`src/rtl/uart_rx_chunker.sv`:
```
// Packs uart_rx bytes into a chunk that is presented when full or after line idle; ready rises on the capturing/timeout edge.
// While a chunk is held the only backpressure is dropping: extra bytes pulse is_overflow and bump a saturating drop_count.
module uart_rx_chunker #(
  parameter int BUFFER_BYTE_SIZE   = 3,
  parameter int BUFFER_INDEX_SIZE  = 32,
  parameter int IDLE_TIMEOUT_TICKS = 100000
) (
  input  logic                          CLK,
  input  logic                          RST_N,
  input  logic                          rx_ready,
  input  logic [7:0]                    rx_data,
  input  logic                          chunk_ack,
  output logic                          is_chunk_ready,
  output logic [BUFFER_INDEX_SIZE-1:0]  chunk_byte_size,
  output logic [BUFFER_BYTE_SIZE*8-1:0] chunk_bytes,
  output logic                          is_overflow,
  output logic [7:0]                    drop_count
);

  typedef enum logic [1:0] {IDLE, COLLECT, HOLD} state_t;

  localparam int BW = BUFFER_BYTE_SIZE * 8;
  localparam logic [BUFFER_INDEX_SIZE-1:0] FULL = BUFFER_INDEX_SIZE'(BUFFER_BYTE_SIZE);
  localparam logic [BUFFER_INDEX_SIZE-1:0] TMO  = BUFFER_INDEX_SIZE'(IDLE_TIMEOUT_TICKS);
  localparam logic [BUFFER_INDEX_SIZE-1:0] ONE  = BUFFER_INDEX_SIZE'(1);

  state_t                       state;
  logic [BUFFER_INDEX_SIZE-1:0] idx;
  logic [BUFFER_INDEX_SIZE-1:0] timer;
  logic [BUFFER_INDEX_SIZE-1:0] idx_inc;
  logic [BUFFER_INDEX_SIZE-1:0] timer_inc;
  logic [BW-1:0]                first_buf;
  logic [BW-1:0]                ins_buf;

  // chunk_bytes doubles as the working buffer; it is only frozen while in HOLD
  always_comb begin
    first_buf      = '0;
    first_buf[7:0] = rx_data;
    ins_buf        = chunk_bytes;
    for (int k = 0; k < BUFFER_BYTE_SIZE; k++) begin
      if (idx == BUFFER_INDEX_SIZE'(k)) ins_buf[8*k +: 8] = rx_data;
    end
  end

  assign idx_inc   = idx + ONE;
  assign timer_inc = timer + ONE;

  always_ff @(posedge CLK or negedge RST_N) begin
    if (!RST_N) begin
      state           <= IDLE;
      idx             <= '0;
      timer           <= '0;
      is_chunk_ready  <= 1'b0;
      chunk_byte_size <= '0;
      chunk_bytes     <= '0;
      is_overflow     <= 1'b0;
      drop_count      <= '0;
    end else begin
      is_overflow <= 1'b0;
      case (state)
        IDLE: begin
          if (rx_ready) begin
            chunk_bytes <= first_buf;
            idx         <= ONE;
            timer       <= '0;
            if (FULL == ONE) begin
              state           <= HOLD;
              is_chunk_ready  <= 1'b1;
              chunk_byte_size <= ONE;
            end else begin
              state <= COLLECT;
            end
          end
        end
        COLLECT: begin
          if (rx_ready) begin
            chunk_bytes <= ins_buf;
            idx         <= idx_inc;
            timer       <= '0;
            if (idx_inc == FULL) begin
              state           <= HOLD;
              is_chunk_ready  <= 1'b1;
              chunk_byte_size <= FULL;
            end
          end else begin
            timer <= timer_inc;
            if (IDLE_TIMEOUT_TICKS != 0 && timer_inc == TMO) begin
              state           <= HOLD;
              is_chunk_ready  <= 1'b1;
              chunk_byte_size <= idx;
            end
          end
        end
        HOLD: begin
          if (chunk_ack) begin
            is_chunk_ready  <= 1'b0;
            chunk_byte_size <= '0;
            state           <= IDLE;
            // a byte arriving with the ack opens the next chunk immediately
            if (rx_ready) begin
              chunk_bytes <= first_buf;
              idx         <= ONE;
              timer       <= '0;
              if (FULL == ONE) begin
                state           <= HOLD;
                is_chunk_ready  <= 1'b1;
                chunk_byte_size <= ONE;
              end else begin
                state <= COLLECT;
              end
            end
          end else if (rx_ready) begin
            is_overflow <= 1'b1;
            if (drop_count != 8'hFF) drop_count <= drop_count + 8'd1;
          end
        end
        default: state <= IDLE;
      endcase
    end
  end

endmodule

```
`config.mk`:
```
export PLATFORM = sky130hd
export DESIGN_NAME = uart_rx_chunker
export DESIGN_NICKNAME = d
export VERILOG_FILES = /design/src/rtl/uart_rx_chunker.sv
export SDC_FILE = /design/constraint.sdc
export NUM_CORES = 1
export LEC_CHECK = 0
export BUFFER_PORTS_ARGS = -buffer_cell sky130_fd_sc_hd__buf_4
export CORE_AREA = 2 2 118 131
export CTS_BUF_LIST = sky130_fd_sc_hd__clkbuf_4
export DETAILED_ROUTE_END_ITERATION = 12
export DIE_AREA = 0 0 120 133
export GPL_ROUTABILITY_DRIVEN = 0
export MAX_ROUTING_LAYER = met4
export PLACE_DENSITY = 0.76
export SYNTH_ARGS = -nofsm -noshare
export SYNTH_HDL_FRONTEND = slang
export SYNTH_SLANG_ARGS = --single-unit
```
`constraint.sdc`:
```
create_clock -name CLK -period 3.4 [get_ports CLK]
set_input_delay 0.85 -clock CLK [delete_from_list [all_inputs] [get_ports CLK]]
set_output_delay 0.85 -clock CLK [all_outputs]
set_load 0.1 [all_outputs]
```
After elaboration in Yosys (flattened, before gate mapping)
Cells that the tools add are included.
{"block": "totals", "reg_bits": 132, "in_bits": 12, "out_inout_bits": 66, "wordCells": 76}
{"block": "op_classes", "add_sub_neg": 3, "n_eq_ne": 15, "n_mux": 35, "bitwise": 1, "reduce_logical": 12}
{"op": "2-to-1 mux 32 bit", "n": 10}
{"op": "case mux 32 bit (3 select lines)", "n": 2}
{"op": "2-to-1 mux 24 bit", "n": 3}
{"op": "case mux 24 bit (3 select lines)", "n": 1}
{"op": "adder 32 x 1 -> 32 bit (second input constant)", "n": 2}
{"op": "== test 32 x 2 -> 1 bit (second input constant)", "n": 2}
{"op": "case mux 32 bit (2 select lines)", "n": 1}
{"op": "== test 32 x 1 -> 1 bit (second input constant)", "n": 1}
{"op": "== test 32 x 17 -> 1 bit (second input constant)", "n": 1}
{"op": "zero test 32 bit", "n": 1}
{"op": "2-to-1 mux 8 bit", "n": 3}
{"op": "AND reduction 4 bit", "n": 6}
{"op": "!= test 2 bit (second input constant)", "n": 6}
{"op": "2-to-1 mux 2 bit", "n": 5}
{"op": "adder 8 x 1 -> 8 bit (second input constant)", "n": 1}
{"op": "2-to-1 mux 1 bit", "n": 8}
{"op": "!= test 8 bit (second input constant)", "n": 1}
{"op": "!= test 3 bit (second input constant)", "n": 2}
{"op": "case mux 2 bit (3 select lines)", "n": 1}
{"op": "AND reduction 3 bit", "n": 1}
{"op": "nonzero test 3 bit", "n": 1}
{"op": "== test 2 x 1 -> 1 bit (second input constant)", "n": 1}
{"op": "== test 2 bit (second input constant)", "n": 1}
{"op": "zero test 2 bit", "n": 1}
{"op": "other kinds (4)", "n": 4}

Logic depth before layout (Yosys ltp)
{"block": "logic_depth", "word_depth": 5, "depth_mapped": 12}

Worst setup path after synthesis
OpenSTA, ideal clock, no wires.
{"block": "synth_timing", "path_kind": "register -> register", "startpoint": "register timer[0]", "endpoint": "register chunk_byte_size[22]", "arrival_time_ns": 3.209, "t_required_ns": 3.260, "slack_ns": 0.052, "stages_incl_launch_ff": 10, "path_buffers": 1, "period_less_slack_ns": 3.348, "cell_sequence": "dfrtp_1 > nand3_1 > or4_4 > xor2_1 > or4_1 > or4b_1 > or4_4 > a21oi_4 > buf_6 > o22ai_2"}
{"block": "synth_via", "elab_chain_cells": 4}
{"item": "start, declared", "line_no": "29", "rtl": "logic [BUFFER_INDEX_SIZE-1:0] timer;"}
{"item": "start signal, assigned", "line_no": "86", "rtl": "timer <= timer_inc;"}
{"item": "adder 32 x 1 -> 32 bit", "line_no": "46", "rtl": "assign timer_inc = timer + ONE;"}
{"item": "== test 32 x 17 -> 1 bit", "line_no": "87", "rtl": "if (IDLE_TIMEOUT_TICKS != 0 && timer_inc == TMO) begin"}
{"item": "!= test 3 bit (no source line)"}
{"item": "AND reduction 4 bit (no source line)"}
{"item": "end signal, assigned", "line_no": "90", "rtl": "chunk_byte_size <= idx;"}
{"item": "end, declared", "line_no": "14", "rtl": "output logic [BUFFER_INDEX_SIZE-1:0] chunk_byte_size,"}
Every way passes these cells.
A chain may end at the register's enable or synchronous reset.

Worst setup path in the final report
{"block": "layout_timing", "startpoint": "register timer[9]", "endpoint": "register chunk_byte_size[3]"}
Same word-level chain as after synthesis.

==> report_table.html <==
<table>
<tr><th>Metric</th><th>Value</th></tr>
<tr><th colspan="2">Yosys</th></tr>
<tr><td>Synthesized cell area</td><td>slightly below 8000 um2</td></tr>
<tr><td>Post-synth EDFFs</td><td>0</td></tr>
<tr><td>Async S/R FF share, synth</td><td>1.00</td></tr>
<tr><td>Part of the Yosys area used for sequential elements</td><td>0.419</td></tr>
<tr><td>Fraction of post-synthesis cell area in the top cell type by area</td><td>0.419</td></tr>
<tr><td>Number of warnings reported in the yosys synthesis log</td><td>0</td></tr>
<tr><td>Mean area per synthesized cell</td><td>8.59 um2</td></tr>
<tr><td>Number of standard cells after synthesis</td><td>between 900 and 1000</td></tr>
<tr><td>Seq cells post-synth</td><td>between 100 and 150</td></tr>
<tr><td>Top cells by area in the synthesized netlist</td><td>dfrtp_1 (42%), o21ai_0 (6.1%), nand2_1 (4.7%), mux2_2 (3.4%), nand4_1 (3.3%)</td></tr>
<tr><td>Dominant synthesized flop cell</td><td>dfrtp_1</td></tr>
<tr><td>Post-Syn Nets</td><td>roughly 940</td></tr>
<tr><td>Cell type contributing the most total cell area after synthesis</td><td>dfrtp_1</td></tr>
<tr><td>Number of distinct library cells after synthesis</td><td>between 60 and 70</td></tr>
<tr><th colspan="2">Timing</th></tr>
<tr><td>Worst max-slew margin expressed relative to the limit</td><td>0.472</td></tr>
<tr><td>RSZ-0062 raised after global routing</td><td>yes</td></tr>
<tr><td>Number of pins with negative max-slew slack in the final report</td><td>0</td></tr>
<tr><td>Fin worst setup slack</td><td>-0.0000742 ns</td></tr>
<tr><td>Final setup vio count</td><td>1</td></tr>
<tr><td>Peak clock frequency supported by timing</td><td>between 0.2 and 0.3 GHz</td></tr>
<tr><td>Share of the clock period used by the worst path</td><td>1.00</td></tr>
<tr><td>Slew of the pin with the lowest slew margin</td><td>just under 0.8 ns</td></tr>
<tr><td>Fin Setup TNS</td><td>-0.0000742 ns</td></tr>
<tr><td>Largest clock skew in the final design</td><td>~0.021 ns</td></tr>
<tr><td>Final critical-path required period</td><td>3.40 ns</td></tr>
<tr><td>Final Hold Fails</td><td>0</td></tr>
<tr><th colspan="2">Floorplanning</th></tr>
<tr><td>Die Ht</td><td>133 um</td></tr>
<tr><td>Area of the core region</td><td>14800 um2</td></tr>
<tr><td>Horizontal die dimension</td><td>between 100 and 150 um</td></tr>
<tr><td>Initial core utilization</td><td>0.534</td></tr>
<tr><td>Top-level port count</td><td>78</td></tr>
<tr><td>Area of the die</td><td>16000 um2</td></tr>
<tr><td>Core Rows</td><td>47</td></tr>
<tr><th colspan="2">Placed design</th></tr>
<tr><td>Number of I/O port buffers</td><td>77</td></tr>
<tr><td>HPWL reported at the end of detailed placement</td><td>between 15000 and 20000 um</td></tr>
<tr><td>Dpl cells</td><td>approximately 1200</td></tr>
<tr><th colspan="2">Clocking</th></tr>
<tr><td>Clock root buffer</td><td>clkbuf_4</td></tr>
<tr><td>Buffer levels on the longest clock path</td><td>2</td></tr>
<tr><td>Number of CTS-inserted buffers</td><td>17</td></tr>
<tr><td>Deepest level of the CTS H-tree</td><td>4</td></tr>
<tr><td>TritonCTS clock tree</td><td>built</td></tr>
<tr><td># clock sinks</td><td>~130</td></tr>
<tr><td>Worst-path clk slew</td><td>between 0.1 and 0.15 ns</td></tr>
<tr><td>Insertion delay of the later-clocked pin in the worst-skew pair</td><td>roughly 0.58 ns</td></tr>
<tr><th colspan="2">Finish</th></tr>
<tr><td># nets final</td><td>about 1100</td></tr>
<tr><td>Post-Layout Cell Count</td><td>~1200</td></tr>
<tr><td># diodes</td><td>0</td></tr>
<tr><td>Growth of design area from synthesis to finish</td><td>20.0%</td></tr>
<tr><td>Fraction of layout instances using a drive strength above 1</td><td>0.238</td></tr>
<tr><th colspan="2">Route</th></tr>
<tr><td>DRC violation count after routing</td><td>0</td></tr>
<tr><td>Vias</td><td>about 7600</td></tr>
<tr><td>First-pass detailed-route iteration total</td><td>5</td></tr>
<tr><td>Final ANT Viol Nets</td><td>0</td></tr>
<tr><td>Routed vias/inst</td><td>6.12</td></tr>
<tr><td>Final routed wirelength across all metal layers</td><td>between 20000 and 25000 um</td></tr>
<tr><td>First-iteration detailed-routing DRC count</td><td>784</td></tr>
<tr><td>Routed length per instance</td><td>between 15 and 20 um</td></tr>
<tr><th colspan="2">Power</th></tr>
<tr><td>Peak supply drop</td><td>approximately 550 uV</td></tr>
<tr><td>Total power per unit cell area</td><td>about 600 nW/um2</td></tr>
<tr><td>Leak</td><td>~4.2 nW</td></tr>
<tr><td>Design Power</td><td>5.83 mW</td></tr>
<tr><th colspan="2">Critical path</th></tr>
<tr><td>Type of the worst setup path</td><td>reg2reg</td></tr>
<tr><td>Kind of end point of the critical path</td><td>register</td></tr>
<tr><td>Depth of the worst register-to-register path</td><td>10</td></tr>
<tr><td>Reg-to-reg critical path endpoint</td><td>chunk_byte_size[3]</td></tr>
<tr><td>Worst EP required</td><td>3.85 ns</td></tr>
<tr><td>Crit path DAT</td><td>between 3 and 4 ns</td></tr>
<tr><td>Maximum fanout encountered on the critical timing path</td><td>7</td></tr>
<tr><td>Startpoint Class</td><td>register</td></tr>
<tr><td>Worst R2R Start</td><td>timer[9]</td></tr>
<tr><td>Register-to-register path setup slack</td><td>-0.00007 ns</td></tr>
<tr><th colspan="2">Min path</th></tr>
<tr><td>Hold Crit Class</td><td>in2async</td></tr>
<tr><th colspan="2">Flow run</th></tr>
<tr><td>Max-Cap Viols</td><td>0</td></tr>
<tr><th colspan="2">Global route</th></tr>
<tr><td>Initial antenna violation count</td><td>0</td></tr>
<tr><td>Pin count of the biggest net entering global routing</td><td>70</td></tr>
<tr><td>Leftover overflow at the end of global routing</td><td>0</td></tr>
<tr><td>Wire length of the first global-routing pass</td><td>~36000 um</td></tr>
<tr><td>Vias in the first global route</td><td>7382</td></tr>
<tr><td>GR Util All Layers</td><td>0.286</td></tr>
<tr><th colspan="2">Run status</th></tr>
<tr><td>Result of the run</td><td>finished with violations</td></tr>
<tr><td>Violations in the final reports</td><td>setup timing</td></tr>
</table>
## logic make-up (layout without fill, tap and decap cells)
| family | count (synthesis) | after routing | synth area share |
|---|---|---|---|
| flip-flops | 132 | 132 | 0.419 |
| buffers and inverters | 113 | 243 | 0.0682 |
| AND/OR/NAND/NOR | 385 | 385 | 0.258 |
| AO/OA/AOI/OAI | 230 | 230 | 0.179 |
| multiplexers | 29 | 29 | 0.0407 |
| adder cells (fa/ha/maj) | 8 | 8 | 0.0127 |
| XOR/XNOR | 20 | 20 | 0.0222 |
## report_power, final
| group | internal [mW] | total, mW | switching (mW) |
|---|---|---|---|
| sequential | 1.78 | 1.93 | 0.147 |
| clock | 0.500 | 1.11 | 0.612 |
| combinational | 0.747 | 2.79 | 2.04 |
## stage by stage
| step | utilization | hold slack (ns) | area, um2 | worst slack [ns] |
|---|---|---|---|---|
| global placement | 0.611 | 0.479 | 9010 | 0.0769 |
| global route | 0.640 | 0.272 | 9450 | -0.0911 |
| floorplan | - | 0.471 | 7880 | 0.0517 |
| CTS | 0.636 | 0.261 | 9390 | 0.0253 |
| detailed placement | 0.611 | 0.484 | 9010 | 0.00724 |
| finish | 0.640 | 0.240 | 9450 | -0.0000742 |
## cells in the mapped netlist (5+ instances only)
cell,count
nor4_1,22
o22ai_1,29
a21oi_1,29
and3_1,10
o31ai_1,17
and4_1,14
nand3_1,46
ha_1,8
xnor2_1,13
dfrtp_1,132
and2_1,19
clkbuf_1,57
mux2_2,24
nor4b_1,5
or3_1,9
or4_1,5
o21ai_0,96
inv_1,37
nand2_1,99
o41ai_1,6
nand4_1,42
nor3_1,22
a31oi_1,15
mux2i_1,5
nor2_1,65
or2_2,5
xor2_1,7
## how the worst max path moves through the flow
stage,from,end,slack (ns),depth (start not counted)
after floorplan,timer[0],chunk_byte_size[22],0.05,9
after global placement,timer[11],chunk_byte_size[22],0.08,9
after detailed placement,timer[9],chunk_byte_size[7],0.007,9
after CTS,timer[10],chunk_byte_size[25],0.03,10
after global routing,timer[9],chunk_byte_size[25],-0.09,9
final,timer[9],chunk_byte_size[3],-0.00007,10
## final cells by class
| class | count | area (um2) |
|---|---|---|
| Fill cell | 1278 | 5310 |
| Multi-Input combinational cell | 672 | 4070 |
| Sequential cell | 132 | 3300 |
| Timing Repair Buffer | 175 | 1400 |
| Tap cell | 196 | 245 |
| Clock inverter | 14 | 161 |
| Inverter | 37 | 139 |
| Clock buffer | 17 | 128 |
## registers in the layout, indices dropped and copies added, names as in the netlist
register,cells
chunk_byte_size,32
idx,32
timer,32
chunk_bytes,24
drop_count,8
state,2
is_chunk_ready,1
is_overflow,1
## per-layer routing
layer	routed length, um	global-route usage	vias to the layer above
met5	0	-	-
met2	11200	0.470	294
li1	-	-	3585
met4	643	0.116	0
met1	8970	0.344	3655
met3	1290	0.0578	67
## worst max-delay path, cell delays in order, from the launching register on
cell and delay, ns:
dfrtp_1 0.38, nand4_1 0.17, or4_4 0.59, xor2_1 0.17, or4_1 0.47, or4b_1 0.50, or4_4 0.45, a21oi_4 0.24
buf_6 0.14, buf_16 0.12, o22ai_1 0.06
## timing repair
item / CTS / global route
hold buffers: 0 / 0
gates cloned: 2 / 0
setup buffers: 3 / 7
pin swaps: 4 / 5
setup endpoints to repair: 13 / 34
gates resized for setup: 4 / 6
## layout by cell type, fill, tap and decap left out, types with 4 or more instances in the layout
cell type | netlist | routed
buf_4 | 3 | 166
o31ai_1 | 17 | 17
clkbuf_4 | 0 | 17
clkinvlp_4 | 0 | 4
nor4b_1 | 5 | 4
and4_1 | 14 | 14
nor4_1 | 22 | 20
clkinv_2 | 0 | 4
a21oi_1 | 29 | 29
xor2_1 | 7 | 7
or3_1 | 9 | 9
mux2i_1 | 5 | 5
nand3_1 | 46 | 46
o41ai_1 | 6 | 6
or2_2 | 5 | 5
buf_6 | 4 | 4
dfrtp_1 | 132 | 132
nand3b_1 | 4 | 4
xnor2_1 | 13 | 13
o21a_1 | 4 | 4
buf_12 | 0 | 4
o21ai_0 | 96 | 94
and3_1 | 10 | 10
o311ai_0 | 4 | 4
nor3_1 | 22 | 22
a31oi_1 | 15 | 15
o22ai_1 | 29 | 29
nand4_1 | 42 | 42
nand2_1 | 99 | 99
and2_1 | 19 | 19
inv_1 | 37 | 37
mux2_2 | 24 | 24
nor2_1 | 65 | 65
ha_1 | 8 | 8
a211oi_1 | 4 | 4
or4_1 | 5 | 5
No activity file was read; power rests on OpenSTA's default activity.
